--- src/rtl/lap_timer_pkg.sv ---
// lap_timer_pkg: state encoding, pair radix constants and BCD helper functions
// shared by the lap timer top and its BCD pair counters.
package lap_timer_pkg;

  typedef enum logic [1:0] {
    ST_IDLE    = 2'd0,
    ST_RUN     = 2'd1,
    ST_PAUSE   = 2'd2,
    ST_EXPIRED = 2'd3
  } state_t;

  localparam int RADIX_100 = 100;
  localparam int RADIX_60  = 60;

  // Pair 0 counts hundredths, pairs 1 and 2 count seconds and minutes,
  // everything above counts in plain hundreds.
  function automatic int pair_radix(input int k);
    int r;
    if ((k == 1) || (k == 2)) begin
      r = RADIX_60;
    end else begin
      r = RADIX_100;
    end
    return r;
  endfunction

  // Clamp a preset pair: low digit to 9, high digit to the pair's top digit.
  function automatic logic [7:0] sat_bcd_pair(input logic [7:0] v, input logic [3:0] hi_max);
    logic [3:0] hi;
    logic [3:0] lo;
    if (v[7:4] > hi_max) begin
      hi = hi_max;
    end else begin
      hi = v[7:4];
    end
    if (v[3:0] > 4'd9) begin
      lo = 4'd9;
    end else begin
      lo = v[3:0];
    end
    return {hi, lo};
  endfunction

endpackage

--- src/rtl/lap_timer_bcd_pair.sv ---
// bcd_pair_counter: one two-digit BCD counter of a given radix (60 or 100).
// Counts up or down when enabled and reports carry/borrow combinationally so
// the next pair can step in the same cycle.
module bcd_pair_counter
  import lap_timer_pkg::*;
#(
  parameter int RADIX = 100
) (
  input  logic       i_clk,
  input  logic       i_rst,
  input  logic       i_clr,
  input  logic       i_en,
  input  logic       i_up,
  input  logic       i_load,
  input  logic [7:0] i_load_val,
  output logic [7:0] o_val,
  output logic [7:0] o_next,
  output logic       o_carry
);

  localparam logic [3:0] HI_MAX = 4'((RADIX - 1) / 10);

  logic [7:0] r_val;
  logic [7:0] w_next;
  logic       w_at_term;

  // Next pair value: clear beats load beats count; terminal value wraps.
  always_comb begin
    w_at_term = i_up ? (r_val == {HI_MAX, 4'd9}) : (r_val == 8'd0);
    o_carry   = i_en & w_at_term;
    w_next    = r_val;
    if (i_clr) begin
      w_next = 8'd0;
    end else if (i_load) begin
      w_next = sat_bcd_pair(i_load_val, HI_MAX);
    end else if (i_en) begin
      if (i_up) begin
        if (w_at_term) begin
          w_next = 8'd0;
        end else if (r_val[3:0] == 4'd9) begin
          w_next = {r_val[7:4] + 4'd1, 4'd0};
        end else begin
          w_next = {r_val[7:4], r_val[3:0] + 4'd1};
        end
      end else begin
        if (w_at_term) begin
          w_next = {HI_MAX, 4'd9};
        end else if (r_val[3:0] == 4'd0) begin
          w_next = {r_val[7:4] - 4'd1, 4'd9};
        end else begin
          w_next = {r_val[7:4], r_val[3:0] - 4'd1};
        end
      end
    end else begin
      w_next = r_val;
    end
  end

  // Pair value register.
  always_ff @(posedge i_clk) begin
    if (i_rst) begin
      r_val <= 8'd0;
    end else begin
      r_val <= w_next;
    end
  end

  assign o_val  = r_val;
  assign o_next = w_next;

endmodule

--- src/rtl/lap_timer.sv ---
// lap_timer: BCD stopwatch / countdown timer with lap freeze.
// A prescaler produces ticks in RUN; a chain of BCD pair counters holds the
// count; outputs are registered from next-state values so the display
// follows a tick or event by exactly one cycle.
module lap_timer
  import lap_timer_pkg::*;
#(
  parameter int CLK_HZ  = 50000000,
  parameter int TICK_HZ = 100,
  parameter int DIGITS  = 6
) (
  input  logic                  i_clk,
  input  logic                  i_rst,
  input  logic                  i_start,
  input  logic                  i_lap,
  input  logic                  i_clear,
  input  logic                  i_mode,
  input  logic                  i_load,
  input  logic [4*DIGITS-1:0]   i_load_data,
  output logic [4*DIGITS-1:0]   o_data,
  output logic                  o_running,
  output logic                  o_lap,
  output logic                  o_expired,
  output logic                  o_wrap
);

  localparam int DW     = 4 * DIGITS;
  localparam int NPAIRS = DIGITS / 2;
  localparam int PDIV   = CLK_HZ / TICK_HZ;
  localparam int PW     = (PDIV > 1) ? $clog2(PDIV) : 1;
  localparam logic [PW-1:0] PRESC_MAX = PW'(PDIV - 1);

  state_t        r_state;
  state_t        w_state_nxt;
  logic [PW-1:0] r_presc;
  logic [PW-1:0] w_presc_nxt;
  logic          r_mode;
  logic          w_mode_nxt;
  logic          r_lap;
  logic          w_lap_nxt;
  logic [DW-1:0] r_lap_val;
  logic [DW-1:0] w_lap_val_nxt;

  logic [DW-1:0] w_count;
  logic [DW-1:0] w_count_next;
  logic          w_tick;
  logic          w_do_load;
  logic          w_start_ev;
  logic          w_lap_ev;
  logic          w_hit_zero;
  logic          w_top_carry;

  // Event decode with priority clear > load > start > lap.
  assign w_do_load  = i_load & ~i_clear & (r_state == ST_IDLE);
  assign w_start_ev = i_start & ~i_clear & ~i_load;
  assign w_lap_ev   = i_lap & ~i_clear & ~i_load & ~i_start;
  assign w_tick     = (r_state == ST_RUN) & (r_presc == PRESC_MAX) & ~i_clear;
  assign w_hit_zero = w_tick & r_mode & (w_count == DW'(1));

  genvar k;
  for (k = 0; k < NPAIRS; k++) begin : g_pair
    logic w_en;
    logic w_carry;
    if (k == 0) begin : g_first
      assign w_en = w_tick;
    end else begin : g_rest
      assign w_en = g_pair[k-1].w_carry;
    end
    bcd_pair_counter #(
      .RADIX (pair_radix(k))
    ) u_pair (
      .i_clk      (i_clk),
      .i_rst      (i_rst),
      .i_clr      (i_clear),
      .i_en       (w_en),
      .i_up       (~r_mode),
      .i_load     (w_do_load),
      .i_load_val (i_load_data[8*k +: 8]),
      .o_val      (w_count[8*k +: 8]),
      .o_next     (w_count_next[8*k +: 8]),
      .o_carry    (w_carry)
    );
  end

  assign w_top_carry = g_pair[NPAIRS-1].w_carry;

  // Next state, mode latch, lap register and prescaler decisions.
  always_comb begin
    w_state_nxt   = r_state;
    w_presc_nxt   = {PW{1'b0}};
    w_mode_nxt    = r_mode;
    w_lap_nxt     = r_lap;
    w_lap_val_nxt = r_lap_val;
    if (i_clear) begin
      w_state_nxt   = ST_IDLE;
      w_lap_nxt     = 1'b0;
      w_lap_val_nxt = {DW{1'b0}};
    end else begin
      case (r_state)
        ST_IDLE: begin
          w_mode_nxt = i_mode;
          // A countdown from zero has nothing to run.
          if (w_start_ev && !(i_mode && (w_count == {DW{1'b0}}))) begin
            w_state_nxt = ST_RUN;
          end else begin
            w_state_nxt = ST_IDLE;
          end
        end
        ST_RUN: begin
          if (w_hit_zero) begin
            w_state_nxt = ST_EXPIRED;
          end else if (w_start_ev) begin
            w_state_nxt = ST_PAUSE;
          end else begin
            w_state_nxt = ST_RUN;
          end
        end
        ST_PAUSE: begin
          if (w_start_ev) begin
            w_state_nxt = ST_RUN;
          end else begin
            w_state_nxt = ST_PAUSE;
          end
        end
        ST_EXPIRED: begin
          w_state_nxt = ST_EXPIRED;
        end
        default: begin
          w_state_nxt = ST_IDLE;
        end
      endcase

      // Lap toggles freeze only while the timer is active (running or paused).
      if (w_lap_ev && ((r_state == ST_RUN) || (r_state == ST_PAUSE))) begin
        if (r_lap) begin
          w_lap_nxt = 1'b0;
        end else begin
          w_lap_nxt     = 1'b1;
          w_lap_val_nxt = w_count;
        end
      end else begin
        w_lap_nxt = r_lap;
      end

      // Prescaler only runs while staying in RUN; any other case parks it at 0.
      if ((r_state == ST_RUN) && (w_state_nxt == ST_RUN)) begin
        if (w_tick) begin
          w_presc_nxt = {PW{1'b0}};
        end else begin
          w_presc_nxt = r_presc + PW'(1);
        end
      end else begin
        w_presc_nxt = {PW{1'b0}};
      end
    end
  end

  // Control state registers.
  always_ff @(posedge i_clk) begin
    if (i_rst) begin
      r_state   <= ST_IDLE;
      r_presc   <= {PW{1'b0}};
      r_mode    <= 1'b0;
      r_lap     <= 1'b0;
      r_lap_val <= {DW{1'b0}};
    end else begin
      r_state   <= w_state_nxt;
      r_presc   <= w_presc_nxt;
      r_mode    <= w_mode_nxt;
      r_lap     <= w_lap_nxt;
      r_lap_val <= w_lap_val_nxt;
    end
  end

  // Registered outputs, driven from next-state values.
  always_ff @(posedge i_clk) begin
    if (i_rst) begin
      o_data    <= {DW{1'b0}};
      o_running <= 1'b0;
      o_lap     <= 1'b0;
      o_expired <= 1'b0;
      o_wrap    <= 1'b0;
    end else begin
      o_data    <= w_lap_nxt ? w_lap_val_nxt : w_count_next;
      o_running <= (w_state_nxt == ST_RUN);
      o_lap     <= w_lap_nxt;
      o_expired <= (w_state_nxt == ST_EXPIRED);
      o_wrap    <= w_tick & ~r_mode & w_top_carry;
    end
  end

endmodule

--- config.mk ---
export PLATFORM = sky130hd
export DESIGN_NAME = lap_timer
export DESIGN_NICKNAME = d
export VERILOG_FILES = /design/src/rtl/lap_timer_pkg.sv /design/src/rtl/lap_timer_bcd_pair.sv /design/src/rtl/lap_timer.sv
export SDC_FILE = /design/constraint.sdc
export NUM_CORES = 1
export LEC_CHECK = 0
export CORE_ASPECT_RATIO = 1.1
export CORE_MARGIN = 2
export CORE_UTILIZATION = 30
export CTS_BUF_LIST = sky130_fd_sc_hd__clkbuf_8
export CTS_CLUSTER_SIZE = 16
export DETAILED_ROUTE_END_ITERATION = 6
export PLACE_DENSITY_LB_ADDON = 0.05
export SETUP_SLACK_MARGIN = 0.2
export SLEW_MARGIN = 20
export SYNTH_ARGS = -nofsm -noshare
export SYNTH_HDL_FRONTEND = slang
export SYNTH_SLANG_ARGS = --single-unit
export TNS_END_PERCENT = 20
--- constraint.sdc ---
create_clock -name i_clk -period 2.6 [get_ports i_clk]
set_input_delay 0.39 -clock i_clk [delete_from_list [all_inputs] [get_ports i_clk]]
set_output_delay 0.39 -clock i_clk [all_outputs]
set_load 0.02 [all_outputs]
==> results of run 1 <==
[area by class of cell]
type                       instances  area, sq um  share of cell area (%)
inverter                          21         78.8                   0.996
clock buffer                       9          124                    1.56
tap                              243          304                    3.84
clock inverter                     7          116                    1.47
timing repair buffer             182         1630                    20.5
multi-input combinational        526         3700                    46.7
sequential                        98         1970                    24.9
[kinds of logic (layout without fill, tap and decap cells)]
group	count (synthesis)	in the layout	share of synthesized area, %
buffers and inverters	63	219	4.46
adders and majority gates	21	21	4.76
and+or+nand+nor	294	294	27.0
AOI/OAI and AO/OA	167	167	20.0
xor gates and xnor gates	24	24	3.81
muxes	20	20	4.51
DFF	98	98	35.5
[cells in the mapped netlist, drive strengths merged, types with 6 or more instances]
cell type	number	share of area, %
nand3	23	2.1
mux2	9	1.8
a31oi	13	1.6
mux2i	8	1.4
dfxtp	98	36
o21ai	38	3.4
and3	11	1.2
xor2	8	1.3
ha	21	4.8
a211oi	7	0.95
nor3	20	1.8
a21oi	46	4.2
o31ai	6	0.82
nor4	9	1.1
nor2b	7	0.79
nor2	79	5.8
xnor2	16	2.5
buf	9	0.77
nand2	83	5.6
inv	20	1.4
nand4	13	1.5
clkbuf	33	2.3
nor3b	7	0.95
[path summary, 6_finish.rpt]
check	slack [ns]	cells after the start	end
min reg2reg	0.46	2	r_lap_val[14]
max	0.04	8	r_presc[9]
min	0.46	2	r_lap_val[14]
max reg2reg	0.04	8	r_presc[9]
[layer usage]
metal	up-vias	routed length [microns]	track usage, %
li1	2783	-	-
met1	2748	8240	24.4
met2	181	9860	35.9
met3	52	943	3.19
met4	0	998	10.9
met5	-	0	0
[worst max-delay path, delay by kind of cell, from the launching register on]
kind	cells	cell delay, ns
DFF	1	0.34
and+or+nand+nor	4	1.49
buffers and inverters	2	0.33
AOI/OAI and AO/OA	2	0.35
[cells in the final DEF, fill, tap and decap left out, types with 4 or more instances in the layout]
master,synthesis,routed
sky130_fd_sc_hd__a21oi_1,46,43
sky130_fd_sc_hd__dfxtp_1,98,92
sky130_fd_sc_hd__o21ai_1,0,5
sky130_fd_sc_hd__nor3b_1,7,4
sky130_fd_sc_hd__a31oi_1,12,11
sky130_fd_sc_hd__buf_4,0,112
sky130_fd_sc_hd__ha_1,21,19
sky130_fd_sc_hd__buf_6,1,4
sky130_fd_sc_hd__clkbuf_8,0,9
sky130_fd_sc_hd__clkdlybuf4s50_1,0,58
sky130_fd_sc_hd__nand2b_1,5,5
sky130_fd_sc_hd__nor3_1,20,19
sky130_fd_sc_hd__nor2_1,69,67
sky130_fd_sc_hd__a211oi_1,7,4
sky130_fd_sc_hd__nor2b_1,7,7
sky130_fd_sc_hd__nand3b_1,4,4
sky130_fd_sc_hd__nor4_1,8,4
sky130_fd_sc_hd__nand4_1,13,13
sky130_fd_sc_hd__mux2i_1,8,8
sky130_fd_sc_hd__xnor2_1,16,16
sky130_fd_sc_hd__nor2_2,10,11
sky130_fd_sc_hd__o2bb2ai_1,4,4
sky130_fd_sc_hd__mux2_2,9,8
sky130_fd_sc_hd__xor2_1,8,8
sky130_fd_sc_hd__o211ai_1,5,5
sky130_fd_sc_hd__buf_12,0,8
sky130_fd_sc_hd__o31ai_1,6,5
sky130_fd_sc_hd__nor4_4,0,4
sky130_fd_sc_hd__dfxtp_2,0,5
sky130_fd_sc_hd__o21ai_0,38,33
sky130_fd_sc_hd__and3_1,11,9
sky130_fd_sc_hd__inv_1,20,20
sky130_fd_sc_hd__nand2_1,83,81
sky130_fd_sc_hd__nand3_1,23,22
[registers in the layout (all words and copies together) (netlist names)]
name,cells
g_pair.u_pair.o_val,24
o_data,24
o_expired,1
o_lap,1
o_running,1
o_wrap,1
r_lap_val,24
r_mode,1
r_presc,19
r_state,2
[report_power, final]
group / internal (mW) / total [mW] / switching (mW) / leakage [nW]
logic: 0.212 / 0.466 / 0.255 / 1.99
registers: 1.52 / 1.53 / 0.0144 / 0.796
clock network: 0.642 / 1.22 / 0.576 / 0.125
[what timing repair did]
action                                  4_1_cts  5_1_grt
endpoints found under the hold margin         0        0
endpoints found under the setup margin       43       61
pin swaps                                     3       25
buffers inserted                              4        6
gates resized for setup                      10       68
[through the flow]
step | utilization, % | instance area (sq um) | power, mW | worst slack [ns] | std cells
5_1_grt | 43.5 | 7920 | 3.35 | -0.0372 | 1086
6_report | 43.5 | 7920 | 3.22 | 0.0393 | 1086
3_5_place_dp | 39.7 | 7230 | 2.00 | -0.0514 | 1060
4_1_cts | 41.4 | 7540 | 3.23 | 0.0439 | 1080
2_1_floorplan | - | 5560 | 1.78 | -0.0601 | 687
3_3_place_gp | 39.7 | 7230 | 2.00 | -0.0982 | 1060
==> implementation parameters, run 1 <==
Parameter                              Value

Setup path
  Critical path peak fanout ... 19
  Data required time of the critical path ... 2.92 ns
  Crit path from ... r_presc[11]
  Launching point of the worst reg2reg path ... r_presc[11]
  Sequence of cells on the critical path ... or4b_4 > buf_6 > or3_4 > or4_4 > a31oi_4 > o2111ai_4 > buf_12 > nor2_1
  Delay of the slowest cell on the worst path ... 0.56 ns
  Element type at the critical path start ... flop
  Standard cell with the maximum stage delay on the critical path ... sky130_fd_sc_hd__or4b_4
  Worst Setup End Kind ... flop
  Kind of critical path ... flop to flop
  CP Data Arrival Time ... 2.89 ns

Routing
  Final routed DRC violation total ... 0
  Via count of the routed design ... 5,764
  Via count normalized by instance count ... 5.31
  Routed wire length ... 20.0 mm
  Routed wirelength normalized by instance count ... 18.4 microns
  Initial detailed-routing violation count ... 512
  Number of nets with antenna violations after routing ... 0
  Router iterations before antenna repair ... 6

CTS
  Clock tree from TritonCTS ... built
  TritonCTS buffer count ... 9
  Clk Latency, worst-skew pair ... 0.39 ns
  Clock sink count ... 98
  Reg clk slew, reported paths ... 0.10 ns
  Largest buffer count on any clock path ... 2
  Count of hold buffers inserted by post-cts repair ... 0
  Max H-tree Level ... 3
  Master cell of the clock root buffer ... sky130_fd_sc_hd__clkbuf_8

STA
  Final Hold Violating Endpoints ... 0
  RSZ-0062 raised after global routing ... yes
  Worst hold-check slack ... 0.459 ns
  Slew of the pin with the lowest slew margin ... 0.592 ns
  Clock skew ... 0.0156 ns
  Relative max-transition margin ... 60.0%
  Crit share post-route ... 98.5%
  Number of pins with negative max-slew slack in the final report ... 0
  Post-route minimum period ... 2.56 ns
  Total negative slack ... 0 ns
  Setup violations, final ... 0
  Fmax achieved ... 391 MHz

Run
  Number of max-cap violations ... 0

Synth
  Number of distinct library cell variants in the gate-level netlist after synthesis ... 75
  Number of nets produced by synthesis ... 739
  Register area share after synthesis ... 35.5%
  Flip-flop and latch count after synthesis ... 98
  EDFF count, synth ... 0
  Post-synthesis cell count ... 687
  Synthesized area per cell ... 8.04 sq um
  Fraction of registers with async set/reset ... 0%
  Primary FF master, synth ... sky130_fd_sc_hd__dfxtp_1
  Cell area after synthesis ... 5520 sq um
  Synth warn ... 0

Placed design
  Placed wire-length estimate after detailed placement ... 14.9 mm
  Weighted congestion at the end of routability-driven global placement ... 0.885
  Port Buffers ... 58

Floorplanning
  FP Rows ... 52
  Total Die Area ... 19,500 sq um
  Num ports ... 59
  Initial core utilization ... 30.3%
  Core outline area ... 18,200 sq um
  Die Y ... 146 microns
  Chip width ... 133 microns

GRT
  Number of antenna violations at the first check in global routing ... 0
  Wire length of the first global-routing pass ... 31.1 mm
  Pin count of the biggest net entering global routing ... 24
  Via count of the first global-routing pass ... 5,710
  GRT Resource Usage Total ... 20.6%
  Global-route congestion overflow total ... 0

Layout
  Layout fillers ... 1,827
  Count of nets after finishing ... 890
  Antenna diode instance count ... 0
  Fraction of layout cells with a size suffix above 1 ... 26.7%
  Area grow syn2layout ... 43.4%

Pwr
  Worst supply voltage drop on vdd ... 0.201 mV
  Pwr dens ... 406 nW/um^2
  Static Leakage ... 2.91 nW

Outcome
  Result of the run ... complete, no violations

Min path
  Min-Delay Path Class ... flop to flop
  Worst hold start ... r_lap_val[14]
Power figures use the tool's default switching activity.
==> inputs of run 2 (changes only) <==
PLACE_DENSITY = 0.6   (was default)
PLACE_DENSITY_LB_ADDON = default   (was 0.05)
==> run 2 against run 1 <==
Effect of this change:
- sequential power about the same
- routed wire length down 11%
- non-clock buffer count down 28
- hold slack better by 0.0020 ns
- die area unchanged
- first-iteration DRC count down 21%
- count of clock-buffer cells in the layout unchanged
- utilization down 1.6 points
- final area down 3.7%
- critical endpoint is now o_data[2]
- largest cell class unchanged
- highest routed layer unchanged
==> implementation parameters, run 2 (synthesized netlist as in run 1, its figures left out) <==
Parameter                              Value

Setup path
  Worst Setup End Kind ... flop
  Sequence of cells on the critical path ... inv_2 > ha_4 > or4b_4 > or3_4 > buf_4 > o41ai_2 > o31ai_1 > a22oi_1 > o21ai_0
  Data required time of the critical path ... 2.86 ns (-0.06 ns)
  Delay of the slowest cell on the worst path ... 0.46 ns (-0.10 ns)
  Kind of critical path ... flop to flop
  Element type at the critical path start ... flop
  CP Data Arrival Time ... 2.76 ns (-0.13 ns)
  Standard cell with the maximum stage delay on the critical path ... sky130_fd_sc_hd__or4b_4
  Critical path peak fanout ... 6 (-13)

STA
  Worst hold-check slack ... 0.461 ns (+0.00195 ns)
  Slew of the pin with the lowest slew margin ... 0.526 ns (-0.0665 ns)
  Post-route minimum period ... 2.50 ns (-0.0654 ns)
  Minimum setup slack in the final design ... 0.105 ns (+0.0654 ns)
  Final Hold Violating Endpoints ... 0 (unchanged)
  Number of pins with negative max-slew slack in the final report ... 0 (unchanged)
  Setup violations, final ... 0 (unchanged)
  Fmax achieved ... 401 MHz (+2.6%)
  Relative max-transition margin ... 64.5% (+4.5 points)
  Crit share post-route ... 96.0% (-2.5 points)
  RSZ-0062 raised after global routing ... yes
  Clock skew ... 0.0133 ns (-0.00225 ns)

GRT
  Number of antenna violations at the first check in global routing ... 0 (unchanged)
  Wire length of the first global-routing pass ... 28.2 mm (-9.5%)
  Pin count of the biggest net entering global routing ... 28 (+17%)
  GRT Resource Usage Total ... 18.3% (-2.3 points)
  Via count of the first global-routing pass ... 5,275 (-7.6%)
  Global-route congestion overflow total ... 0 (unchanged)

CTS
  Max H-tree Level ... 3 (unchanged)
  Largest buffer count on any clock path ... 2 (unchanged)
  Clock sink count ... 98 (unchanged)
  Clock tree from TritonCTS ... built
  TritonCTS buffer count ... 9 (unchanged)
  Master cell of the clock root buffer ... sky130_fd_sc_hd__clkbuf_8
  Reg clk slew, reported paths ... 0.09 ns (about the same)
  Clk Latency, worst-skew pair ... 0.38 ns (about the same)

Layout
  Most common cell after layout, fill and taps aside ... sky130_fd_sc_hd__dfxtp_1
  Count of nets after finishing ... 862 (-3.1%)
  Area grow syn2layout ... 38.1%
  Layout fillers ... 1,885 (+3.2%)
  Commonest cells after routing, fill and taps aside ... sky130_fd_sc_hd__dfxtp_1, sky130_fd_sc_hd__buf_4, sky130_fd_sc_hd__nand2_1
  Antenna diode instance count ... 0 (unchanged)
  Fraction of layout cells with a size suffix above 1 ... 25.8% (-0.89 points)

Routing
  Via count normalized by instance count ... 5.32 (+0.19%)
  Via count of the routed design ... 5,621 (-2.5%)
  Final routed DRC violation total ... 0 (unchanged)
  Initial detailed-routing violation count ... 403 (-21%)
  Router iterations before antenna repair ... 5 (-1)
  Routed wire length ... 17.9 mm (-11%)
  Number of nets with antenna violations after routing ... 0 (unchanged)
  Routed wirelength normalized by instance count ... 16.9 microns (-8.3%)

Outcome
  Result of the run ... complete, no violations

Pwr
  Pwr dens ... 373 nW/um^2 (-8.1%)
  Worst supply voltage drop on vdd ... 0.191 mV (-5.3%)
  Post-layout power ... 2.85 mW (-12%)
  Static Leakage ... 2.66 nW (-8.6%)

Placed design
  Post-Place Setup Slack ... -0.0746 ns (-0.0232 ns)
  Weighted congestion at the end of routability-driven global placement ... 0.936 (+5.8%)
  Port Buffers ... 58 (unchanged)
  Placed wire-length estimate after detailed placement ... 13.1 mm (-12%)

Floorplanning
  Initial core utilization ... 30.3% (unchanged)
  Die Y ... 146 microns (unchanged)
  Total Die Area ... 19,500 sq um (unchanged)
  FP Rows ... 52 (unchanged)
  Num ports ... 59 (unchanged)
  Core outline area ... 18,200 sq um (unchanged)
  Chip width ... 133 microns (unchanged)

Run
  Number of max-cap violations ... 0 (unchanged)

Min path
  Min-Delay Path Class ... flop to flop
[run 2: worst paths after layout]
kind	start	cells after the start	slack (ns)	end
worst min-delay path	r_lap_val[7]	2	0.46	r_lap_val[7]
worst min register to register	r_lap_val[7]	2	0.46	r_lap_val[7]
worst max register to register	r_state[1]	9	0.10	o_data[2]
worst max-delay path	r_state[1]	9	0.10	o_data[2]
[run 2: layout make-up]
cell class	count	area, sq um	area share, %
multi-input combinational	526	3720	48.8
clock buffer	9	124	1.62
timing repair buffer	154	1390	18.2
clock inverter	6	35.0	0.459
inverter	21	78.8	1.03
sequential	98	1980	25.9
tap	243	304	3.99
[run 2: metrics by stage]
stage / util, % / std cells / setup TNS [ns] / area, sq um
final: 41.9 / 1057 / 0 / 7630
after detailed placement: 38.5 / 1036 / -0.235 / 7010
after floorplan: - / 687 / -0.559 / 5560
after global routing: 41.9 / 1057 / 0 / 7630
after CTS: 39.9 / 1054 / 0 / 7260
after global placement: 38.5 / 1036 / -0.162 / 7010
[run 2: routing by layer]
layer / share of wire, % / wire length [microns] / global-route usage, % / vias up
li1: - / - / - / 2725
met2: 50 / 8900 / 31.0 / 161
met1: 43 / 7760 / 23.9 / 2710
met5: 0 / 0 / 0 / -
met3: 4.9 / 877 / 2.40 / 25
met4: 2.0 / 358 / 6.65 / 0
[run 2: what timing repair did]
item                       4_1_cts  5_1_grt
setup buffers                    3        3
hold buffers                     0        0
gates resized for setup         14       84
pin swaps                        5       26
setup endpoints to repair       40       58
[run 2: worst max-delay path, delay by kind of cell, from the launching register on]
family / cells / cell delay [ns]
compound gates: 4 / 0.87
buf+inv: 2 / 0.25
simple gates: 2 / 0.80
fa+ha+maj: 1 / 0.12
flops: 1 / 0.33
[run 2: power by group]
group / switching (mW) / internal (mW)
logic: 0.240 / 0.201
registers: 0.0177 / 1.52
clock network: 0.532 / 0.336
total: 0.790 / 2.06
==> inputs of run 3 (changes only) <==
ABC_AREA = 1   (was default)
==> run 3 against run 2 <==
Effect of this change:
- first-iteration DRC count is 14% higher
- via count is 1.1% lower
- largest cell class unchanged
- flip-flop and latch count stayed put
- critical endpoint is now o_data[13]
- global-route usage is 1.7 points lower
==> implementation parameters, run 3 <==
Parameter                              Value

Outcome
  Result of the run ... complete, no violations

Routing
  Routed wire length ... 16.4 mm (-8.4%)
  Final routed DRC violation total ... 0 (unchanged)
  Routed wirelength normalized by instance count ... 14.1 microns (-16%)
  Via count normalized by instance count ... 4.80 (-9.8%)
  Router iterations before antenna repair ... 6 (+1)
  Number of nets with antenna violations after routing ... 0 (unchanged)
  Initial detailed-routing violation count ... 459 (+14%)
  Via count of the routed design ... 5,558 (-1.1%)

STA
  Number of pins with negative max-slew slack in the final report ... 0 (unchanged)
  Post-route minimum period ... 2.36 ns (-0.133 ns)
  Final Hold Violating Endpoints ... 0 (unchanged)
  Clock skew ... 0.0128 ns (-0.000510 ns)
  Relative max-transition margin ... 49.8% (-15 points)
  Fmax achieved ... 423 MHz (+5.6%)
  Total negative slack ... 0 ns (unchanged)
  Setup violations, final ... 0 (unchanged)
  Crit share post-route ... 90.9% (-5.1 points)
  RSZ-0062 raised after global routing ... yes
  Minimum setup slack in the final design ... 0.238 ns (+0.133 ns)
  Slew of the pin with the lowest slew margin ... 0.752 ns (+0.226 ns)

Synth
  Primary FF master, synth ... sky130_fd_sc_hd__dfxtp_1
  EDFF count, synth ... 0 (unchanged)
  Largest area contributor in the netlist ... sky130_fd_sc_hd__dfxtp_1
  Synth warn ... 0 (unchanged)
  Post-synthesis cell count ... 846 (+23%)
  Share of the synthesized area in the top cell type ... 34.2% (-1.3 points)
  Register area share after synthesis ... 34.2% (-1.3 points)
  Fraction of registers with async set/reset ... 0% (unchanged)
  Synthesized area per cell ... 6.78 sq um (-16%)
  Number of distinct library cell variants in the gate-level netlist after synthesis ... 38 (-49%)
  Number of nets produced by synthesis ... 898 (+22%)
  Dominant cell by count in the synthesized netlist ... sky130_fd_sc_hd__nand2_1
  Most frequent cells after synthesis ... sky130_fd_sc_hd__nand2_1, sky130_fd_sc_hd__nor2_1, sky130_fd_sc_hd__dfxtp_1, sky130_fd_sc_hd__nand3_1, sky130_fd_sc_hd__inv_1
  Top post-synthesis cells by area ... sky130_fd_sc_hd__dfxtp_1, sky130_fd_sc_hd__nand2_1, sky130_fd_sc_hd__nor2_1, sky130_fd_sc_hd__nand3_1, sky130_fd_sc_hd__ha_1
  Flip-flop and latch count after synthesis ... 98 (unchanged)
  Cell area after synthesis ... 5730 sq um (+3.8%)

CTS
  Reg clk slew, reported paths ... 0.09 ns (about the same)
  Clk Latency, worst-skew pair ... 0.39 ns (about the same)
  Count of hold buffers inserted by post-cts repair ... 0 (unchanged)
  Max H-tree Level ... 3 (unchanged)
  Clock sink count ... 98 (unchanged)
  Clock tree from TritonCTS ... built
  Master cell of the clock root buffer ... sky130_fd_sc_hd__clkbuf_8
  TritonCTS buffer count ... 9 (unchanged)
  Largest buffer count on any clock path ... 2 (unchanged)
  Number of resized instances in the post-cts repair step ... 0 (-14)
  Post-CTS setup buffers ... 0 (-3)

Layout
  Register cell area after layout ... 1960 sq um (-0.70%)
  Combined area of the multi-input logic cells ... 3320 sq um (-11%)
  Area grow syn2layout ... 19.7%
  Antenna diode instance count ... 0 (unchanged)
  Most common cell after layout, fill and taps aside ... sky130_fd_sc_hd__nand2_1
  Fraction of layout cells with a size suffix above 1 ... 9.87% (-16 points)
  Layout fillers ... 2,025 (+7.4%)
  Count of nets after finishing ... 960 (+11%)
  Commonest cells after routing, fill and taps aside ... sky130_fd_sc_hd__nand2_1, sky130_fd_sc_hd__nor2_1, sky130_fd_sc_hd__dfxtp_1

Setup path
  CP Data Arrival Time ... 2.67 ns (-0.09 ns)
  Critical path peak fanout ... 8 (+2)
  Sequence of cells on the critical path ... inv_1 > ha_1 > nand3_4 > nor2_1 > nand2_1 > nand2_2 > nand3_1 > nand3b_1 > nand2_1 > nand2_1 > a21oi_1
  Number of buffer and inverter stages on the critical path ... 1 (-1)
  Data required time of the critical path ... 2.91 ns (+0.05 ns)
  Launching point of the worst reg2reg path ... g_pair[0].u_pair.o_val[1]
  Worst Setup End Kind ... flop
  Cell class contributing the biggest share of worst-path delay ... simple AND/OR/NAND/NOR gates
  Crit path from ... g_pair[0].u_pair.o_val[1]
  Kind of critical path ... flop to flop
  Delay of the slowest cell on the worst path ... 0.35 ns (-0.11 ns)
  Cell repeated most along the worst path ... sky130_fd_sc_hd__nand2_1
  Standard cell with the maximum stage delay on the critical path ... sky130_fd_sc_hd__nand3_1
  Element type at the critical path start ... flop

Placed design
  Port Buffers ... 58 (unchanged)
  Post-Place Setup Slack ... 0.296 ns (+0.370 ns)
  Placed wire-length estimate after detailed placement ... 11.9 mm (-9.1%)
  Weighted congestion at the end of routability-driven global placement ... 0.886 (-5.4%)

Floorplanning
  Initial core utilization ... 30.3% (about the same)
  Die Y ... 149 microns (+1.8%)
  Total Die Area ... 20,200 sq um (+3.7%)
  Chip width ... 136 microns (+1.8%)
  Num ports ... 59 (unchanged)
  FP Rows ... 53 (+1.9%)
  Core outline area ... 18,900 sq um (+3.7%)

GRT
  Number of antenna violations at the first check in global routing ... 0 (unchanged)
  Global-route congestion overflow total ... 0 (unchanged)
  Wire length of the first global-routing pass ... 26.3 mm (-6.8%)
  Via count of the first global-routing pass ... 5,092 (-3.5%)
  Pin count of the biggest net entering global routing ... 38 (+36%)
  GRT Resource Usage Total ... 16.6% (-1.7 points)

Min path
  Min-Delay Path Class ... primary input to flop
  Worst hold start ... i_clear

Pwr
  Worst supply voltage drop on vdd ... 0.220 mV (+16%)
  Pwr dens ... 439 nW/um^2 (+18%)
  Static Leakage ... 2.75 nW (+3.4%)

Run
  Number of max-cap violations ... 0 (unchanged)
run 3: cell count changes in the layout (fill, tap and decap cells not counted), moves of 18 or more:
cell / previous run / this run
sky130_fd_sc_hd__nand3_1: 22 / 67
sky130_fd_sc_hd__nand2_1: 80 / 187
sky130_fd_sc_hd__nor2_1: 68 / 132
sky130_fd_sc_hd__o21ai_0: 32 / 50
sky130_fd_sc_hd__inv_1: 19 / 66
sky130_fd_sc_hd__buf_4: 85 / 18
run 3: layer usage:
layer	routed length, microns	GRT usage (%)	up-vias	share of wire (%)
met5	0	0	-	0
met4	353	6.09	0	2.2
met3	1090	3.57	24	6.7
met2	6870	24.9	147	42
met1	8080	23.2	2502	49
li1	-	-	2885	-
run 3: final timing paths:
kind	endpoint	slack (ns)	cells after the start
min reg2reg	r_presc[0]	0.49	1
min	r_lap_val[3]	0.40	2
max reg2reg	o_data[13]	0.24	11
max	o_data[13]	0.24	11
run 3: worst register-to-register path, stage by stage, from the launching register on:
cell and delay (ns):
sky130_fd_sc_hd__dfxtp_1 0.34, sky130_fd_sc_hd__inv_1 0.13, sky130_fd_sc_hd__ha_1 0.25, sky130_fd_sc_hd__nand3_4 0.15
sky130_fd_sc_hd__nor2_1 0.20, sky130_fd_sc_hd__nand2_1 0.09, sky130_fd_sc_hd__nand2_2 0.19, sky130_fd_sc_hd__nand3_1 0.35
sky130_fd_sc_hd__nand3b_1 0.31, sky130_fd_sc_hd__nand2_1 0.07, sky130_fd_sc_hd__nand2_1 0.06, sky130_fd_sc_hd__a21oi_1 0.16
run 3: final cells by class:
type	count	area share, %
clock buffer	11	2.21
clock inverter	4	0.857
inverter	82	4.48
multi-input combinational	639	48.4
sequential	98	28.6
tap	247	4.50
timing repair buffer	78	10.9
run 3: power by group:
group / internal, mW / switching (mW)
combinational: 0.152 / 0.248
sequential: 1.52 / 0.0229
clock: 0.504 / 0.563
total: 2.18 / 0.835
run 3: kinds of logic (layout without fill, tap and decap cells):
family	after synthesis	in the layout	synth area share [%]
and+or+nand+nor	477	477	38.5
AOI/OAI and AO/OA	117	117	11.2
buffers and inverters	109	175	7.79
DFF	98	98	34.2
xor gates and xnor gates	24	24	3.67
adders and majority gates	21	21	4.58
run 3: metrics by stage:
step	util, %	instances	total power, mW	hold WS [ns]	area, sq um
global route	36.3	1159	3.16	0.402	6860
global placement	35.1	1143	1.98	0.458	6630
CTS	36.2	1158	3.04	0.370	6840
floorplan	-	846	1.82	0.430	5730
finish	36.3	1159	3.01	0.403	6860
detailed placement	35.1	1143	1.97	0.464	6630
